## src/rtl/rr_arbiter_4.sv

```systemverilog
// rtl/rr_arbiter_4.sv - 4-requester round-robin arbiter with hold limit and forced release
module rr_arbiter_4 #(
    parameter int MAX_HOLD = 8
) (
    input  logic       clk,
    input  logic       rst_n,
    input  logic [3:0] req,
    input  logic       done,
    output logic [3:0] gnt,
    output logic [1:0] gnt_idx,
    output logic       gnt_vld,
    output logic       timeout
);

    typedef enum logic [1:0] {
        IDLE = 2'd0,
        BUSY = 2'd1,
        GAP  = 2'd2
    } state_t;

    localparam logic [7:0] LIMIT = 8'(MAX_HOLD - 1);

    state_t     state, state_nxt;
    logic [1:0] ptr, ptr_nxt;
    logic [1:0] idx_nxt;
    logic [7:0] hcnt, hcnt_nxt;
    logic       timeout_nxt;
    logic [1:0] winner;
    logic [1:0] cand;
    logic       found;
    logic       at_limit;
    logic       owner_req;

    // Search starts just after the last owner so every requester gets a turn.
    always_comb begin
        winner = ptr;
        found  = 1'b0;
        cand   = ptr;
        for (int k = 1; k <= 4; k++) begin
            cand = ptr + 2'(k);
            if (!found && req[cand]) begin
                winner = cand;
                found  = 1'b1;
            end
        end
    end

    assign at_limit  = (hcnt == LIMIT);
    assign owner_req = req[gnt_idx];

    always_comb begin
        state_nxt   = state;
        ptr_nxt     = ptr;
        idx_nxt     = gnt_idx;
        hcnt_nxt    = hcnt;
        timeout_nxt = 1'b0;
        case (state)
            IDLE: begin
                if (req != 4'b0000) begin
                    state_nxt = BUSY;
                    idx_nxt   = winner;
                    hcnt_nxt  = 8'd0;
                end
            end
            BUSY: begin
                if (done || !owner_req || at_limit) begin
                    state_nxt   = GAP;
                    ptr_nxt     = gnt_idx;
                    hcnt_nxt    = 8'd0;
                    // Only a pure hold-limit expiry counts as a forced release.
                    timeout_nxt = at_limit && !done && owner_req;
                end else begin
                    hcnt_nxt = hcnt + 8'd1;
                end
            end
            GAP: begin
                state_nxt = IDLE;
            end
            default: begin
                state_nxt = IDLE;
            end
        endcase
    end

    always_ff @(posedge clk or negedge rst_n) begin
        if (!rst_n) begin
            state   <= IDLE;
            ptr     <= 2'd3;
            gnt_idx <= 2'd0;
            hcnt    <= 8'd0;
            timeout <= 1'b0;
        end else begin
            state   <= state_nxt;
            ptr     <= ptr_nxt;
            gnt_idx <= idx_nxt;
            hcnt    <= hcnt_nxt;
            timeout <= timeout_nxt;
        end
    end

    assign gnt_vld = (state == BUSY);
    assign gnt     = gnt_vld ? (4'b0001 << gnt_idx) : 4'b0000;

endmodule

```

## config.mk

```make
export PLATFORM = sky130hd
export DESIGN_NAME = rr_arbiter_4
export DESIGN_NICKNAME = d
export VERILOG_FILES = /design/src/rtl/rr_arbiter_4.sv
export SDC_FILE = /design/constraint.sdc
export NUM_CORES = 1
export LEC_CHECK = 0
export CORE_MARGIN = 2
export CORE_UTILIZATION = 51
export DETAILED_ROUTE_END_ITERATION = 8
export GPL_TIMING_DRIVEN = 0
export PLACE_DENSITY_LB_ADDON = 0.12
export REMOVE_ABC_BUFFERS = 1
export SYNTH_ARGS = -nofsm -noshare
export SYNTH_HDL_FRONTEND = slang
export SYNTH_SLANG_ARGS = --single-unit
```

## constraint.sdc

```tcl
create_clock -name clk -period 1.8 [get_ports clk]
set_clock_uncertainty 0.1 [all_clocks]
set_input_delay 0.18 -clock clk [delete_from_list [all_inputs] [get_ports clk]]
set_output_delay 0.18 -clock clk [all_outputs]
set_load 0.05 [all_outputs]
```

# Word-level counts from Yosys, hierarchy flattened
# Index checks and enable logic that the tools add are counted.
# W data, S select, Z words.
# classes
n_addsub	4
n_lt_le_gt_ge	5
eq_ne	4
n_shift	1
muxes	26
reduce_logical	19
# op_table
operator	count
$mux W8	2
$pmux W8 S2	1
$lt A2 B3 Y1 const B	5
$mux W2	6
$bmux W1 S2	5
$mux W1	10
$add A8 B1 Y8 const B	1
$eq A8 B3 Y1 const B	1
$reduce_and A2 Y1	4
$logic_and A1 B1 Y1	5
$logic_not A1 Y1	5
$add A2 B2 Y2 const B	2
$mux W4	1
$pmux W2 S2	1
$reduce_bool A4 Y1	1
$shl A1 B2 Y4 const A	1
$add A2 B1 Y2 const B	1
$eq A2 B1 Y1 const B	1
$logic_not A2 Y1	1
$logic_or A1 B1 Y1	2
$ne A2 B1 Y1 const B	1
$ne A2 B2 Y1 const B	1
$reduce_bool A2 Y1	1
# totals
register_bits	15
inputBits	7
output_inout_bits	8
elab_cells	64

# Logic depth before layout (Yosys ltp)
# logic_depth
ltp_word	13
ltp_mapped	5
mapped_depth_nobuf	5

# Worst setup path before layout
# No wires, ideal clock.
# synth_path
kind	reg-to-output
start	reg gnt_idx[1]
end	out gnt[2]
arrival_ns	2.010
required_time_ns	1.520
path_slack_ns	-0.490
path_stages_with_launch	3
path_buffers	1
cell_sequence	dfrtp_1 -> buf_4 -> nor3b_1
# synth_between
elab_chain_len	2
# synth_lines
item	line_no	source
start, declared	10	output logic [1:0] gnt_idx,
start signal, assigned	95	gnt_idx <= idx_nxt;
$shl A1 B2 Y4	102	assign gnt = gnt_vld ? (4'b0001 << gnt_idx) : 4'b0000;
$mux W4	102	
end, declared	9	output logic [3:0] gnt,
# No other way between the ends.

# Worst setup path after layout
# layout_path
start	reg gnt_idx[1]
end	reg ptr[0]
# layout_between
elab_chain_len	6
# layout_lines
item	line_no	source
$bmux W1 S2	49	assign owner_req = req[gnt_idx];
$mux W1 (not written as such)	49	
$logic_not A1 Y1	66	if (done || !owner_req || at_limit) begin
$logic_or A1 B1 Y1 (2 in series)	66	
$reduce_and A2 Y1 (no line)	--	
end signal, assigned	94	ptr <= ptr_nxt;
end, declared	24	logic [1:0] ptr, ptr_nxt;
# No other way between the ends. The select of a mux whose other input is x is not followed.
# A chain may end at the register's enable or synchronous reset.

==> summary.md <==
| Metric | Value |
|---|---|
| Largest family of logic cells by synthesized area | `simple AND/OR/NAND/NOR gates` |
| Cts hold-fix bufs | `0` |
| Yosys warns | `0` |
| Share of cells above drive strength 1 | `0.193` |
| Gate Count Post-Synth | `93` |
| Setup violations, final | `0` |
| TritonRoute pass-1 iters | `5` |
| CP Depth | `4` |
| WHS | `181 ps` |
| Post-synth EDFFs | `0` |
| Die height | `45.5 µm` |
| Fraction of registers with async set/reset | `1.00` |
| Clk_lat worst skew | `290 ps` |
| Initial drt markers | `8` |
| Lkg Pwr | `0.452 nW` |
| Register area share after synthesis | `0.431` |
| Die area | `2070 µm²` |
| Pwr dens | `1520 nW/µm²` |
| TritonCTS clock tree | `yes` |
| Slowest stage cell on the critical path | `dfrtp_1` |
| RSZ-0062 raised after global routing | `false` |
| Least-Margin Pin Slew | `637 ps` |
| Detailed-route via count | `748` |
| Fin crit period | `1700 ps` |
| Compound-Gate Fraction of Synth Area | `0.207` |
| Row cnt | `14` |
| Gr usage total | `0.195` |
| Place WS | `-308 ps` |
| XOR/XNOR Fraction of Synth Area | `0.0200` |
| Total wire length | `1750 µm` |
| Hold Fails Final Rpt | `0` |
| Crit path max fanout | `9` |
| WP buf/inv | `0` |
| Max-cap viol count | `0` |
| Max_slew headroom | `0.574` |
| First-pass GRT wire length | `2890 µm` |
| Post-synth top cells | `nand2_1, dfrtp_1, inv_1, nand2b_1, nor3_1` |
| CTS Sinks | `15` |
| Root buf cell | `clkbuf_4` |
| Gpl congestion | `0.809` |
| Antenna-violating nets left | `0` |
| Width of the die | `45.5 µm` |
| Portion of netlist area occupied by mux cells | `0.0685` |
| Proportion of power drawn by flip-flops and latches | `0.358` |
| Num CTS Buffers | `3` |
| IO Pins | `15` |
| Clk pwr share | `0.121` |
| Final nets | `118` |
| Via density | `5.98` |
| Initial antenna violation count | `0` |
| Hold WC Path Type | `input pin to asynchronous set/reset pin` |
| Comb pwr share | `0.521` |
| Largest net degree at the start of global routing | `16` |
| Starting Density | `0.563` |
| Top_reg_cell synth | `dfrtp_1` |
| Crit. End Element | `flop` |
| Synth Area in Simple Gates | `0.225` |
| Post-DP HPWL | `1290 µm` |
| Area of the core | `1560 µm²` |
| Clk buf depth | `2` |
| Top cell type's share of synthesized area | `0.371` |
| Slowest stage delay, CP | `530 ps` |
| Clock slew at reported path FFs | `90 ps` |
| Fin crit share | `0.944` |
| Largest area contributor in the netlist | `dfrtp_1` |
| Antenna cells | `0` |
| Synth cell types | `35` |
| Gr ovfl total | `0` |
| Int Power | `820 µW` |
| Fmax | `588 MHz` |
| CP startpoint kind | `flop` |
| CP Cell Sequence | `mux2i_1, o22ai_2, a21oi_4, mux2_4` |
| Worst reg2reg path depth | `4` |
| Top cell family by delay on the critical path | `multiplexers` |
| Fill cell count | `134` |
| Number of remaining DRC errors | `0` |
| Fin. max-slew vios | `0` |
| VDD IR max | `0.951 mV` |
| FF+latch count, synth | `15` |
| P&R area growth vs syn | `19.1%` |
| Data arrival, critical path | `1820 ps` |
| Switching share of power | `0.485` |
| PnR Total Power | `1.59 mW` |
| Crit Path Class | `flop to flop` |
| Port buffer count | `14` |
| Most instantiated library cell after synthesis | `nand2_1` |
| Vias in the first global route | `646` |
| Main area contributors after synthesis | `dfrtp_1, nand2_1, dfstp_2` |
| Adder-cell share of the synthesized area | `0.0143` |
| Cell Area, Synth | `877 µm²` |
| Final TNS setup | `0 ps` |
| Setup WS post-layout | `100 ps` |
| Mapped Avg Cell Area | `9.43 µm²` |
| WL per Instance | `14.0 µm` |
| H-tree depth | `1` |
| Required @ worst endpoint | `1920 ps` |
| Status | `completed` |
| Switching power | `771 µW` |
-- flip-flops by register name, summed over array words and instances (netlist names) --
signal / count
timeout: 1
hcnt: 8
ptr: 2
gnt_idx: 2
state: 2
-- cell usage in the layout (no fill, tap or decap), types with 2 or more instances in the layout --
master / instances
nor3b_1: 2
o22ai_1: 2
buf_2: 3
nand2_1: 16
clkdlybuf4s50_1: 7
inv_1: 4
nand2b_1: 4
nor3_1: 5
a21oi_1: 2
dfrtp_1: 13
dfstp_2: 2
mux2_4: 2
nor2_1: 4
mux2i_1: 3
a21oi_4: 2
clkbuf_4: 4
nand3_1: 3
a31oi_1: 3
o21ai_1: 2
o211ai_1: 2
a211oi_1: 2
dlygate4sd2_1: 2
-- metrics by stage --
stage               cell area, µm²  cells   util
floorplan                      866     91      -
global placement              1030    121  0.658
detailed placement            1030    121  0.658
CTS                           1040    125  0.665
global route                  1040    125  0.670
finish                        1040    125  0.670
-- worst paths after layout --
kind,startpoint,to,slack (ps)
hold reg to reg,hcnt[0],hcnt[0],410
setup reg to reg,gnt_idx[1],ptr[0],100
setup / recovery,gnt_idx[1],ptr[0],100
hold / removal,rst_n,hcnt[6],180
max in group asynchronous,rst_n,hcnt[3],1010
min in group clk,hcnt[0],hcnt[0],410
-- layout make-up --
type / instances / area [µm²] / share of cell area
Clock buffer: 3 / 22.5 / 0.0216
Clock inverter: 1 / 5.00 / 0.00479
Inverter: 5 / 18.8 / 0.0180
Multi-Input combinational cell: 71 / 483 / 0.462
Sequential cell: 15 / 378 / 0.362
Tap cell: 16 / 20.0 / 0.0192
Timing Repair Buffer: 14 / 118 / 0.113
-- routing by layer --
metal,GRT usage,vias to the layer above,wire length [µm]
met5,0,-,0
met4,0.0529,0,18
met3,0.0595,5,87
met2,0.268,23,766
met1,0.294,349,882
li1,-,371,-
-- logic make-up after synthesis --
group,count (synthesis)
AO/OA/AOI/OAI,23
XOR/XNOR,2
adder cells (fa/ha/maj),1
buffers and inverters,7
flip-flops,15
multiplexers,5
AND/OR/NAND/NOR,40
-- power by group through the flow --
stage	Clock (mW)	Sequential, mW	Combinational (mW)
2_1_floorplan	0	0.609	0.567
3_3_place_gp	0	0.561	0.847
3_5_place_dp	0	0.569	0.856
4_1_cts	0.198	0.565	0.822
5_1_grt	0.211	0.591	0.889
6_report	0.192	0.570	0.829
-- what timing repair did --
item | in CTS | in global routing
setup endpoints to repair | 9 | 3
resized for setup | 33 | 2
buffers inserted | 0 | 0
Power figures use the tool's default switching activity.
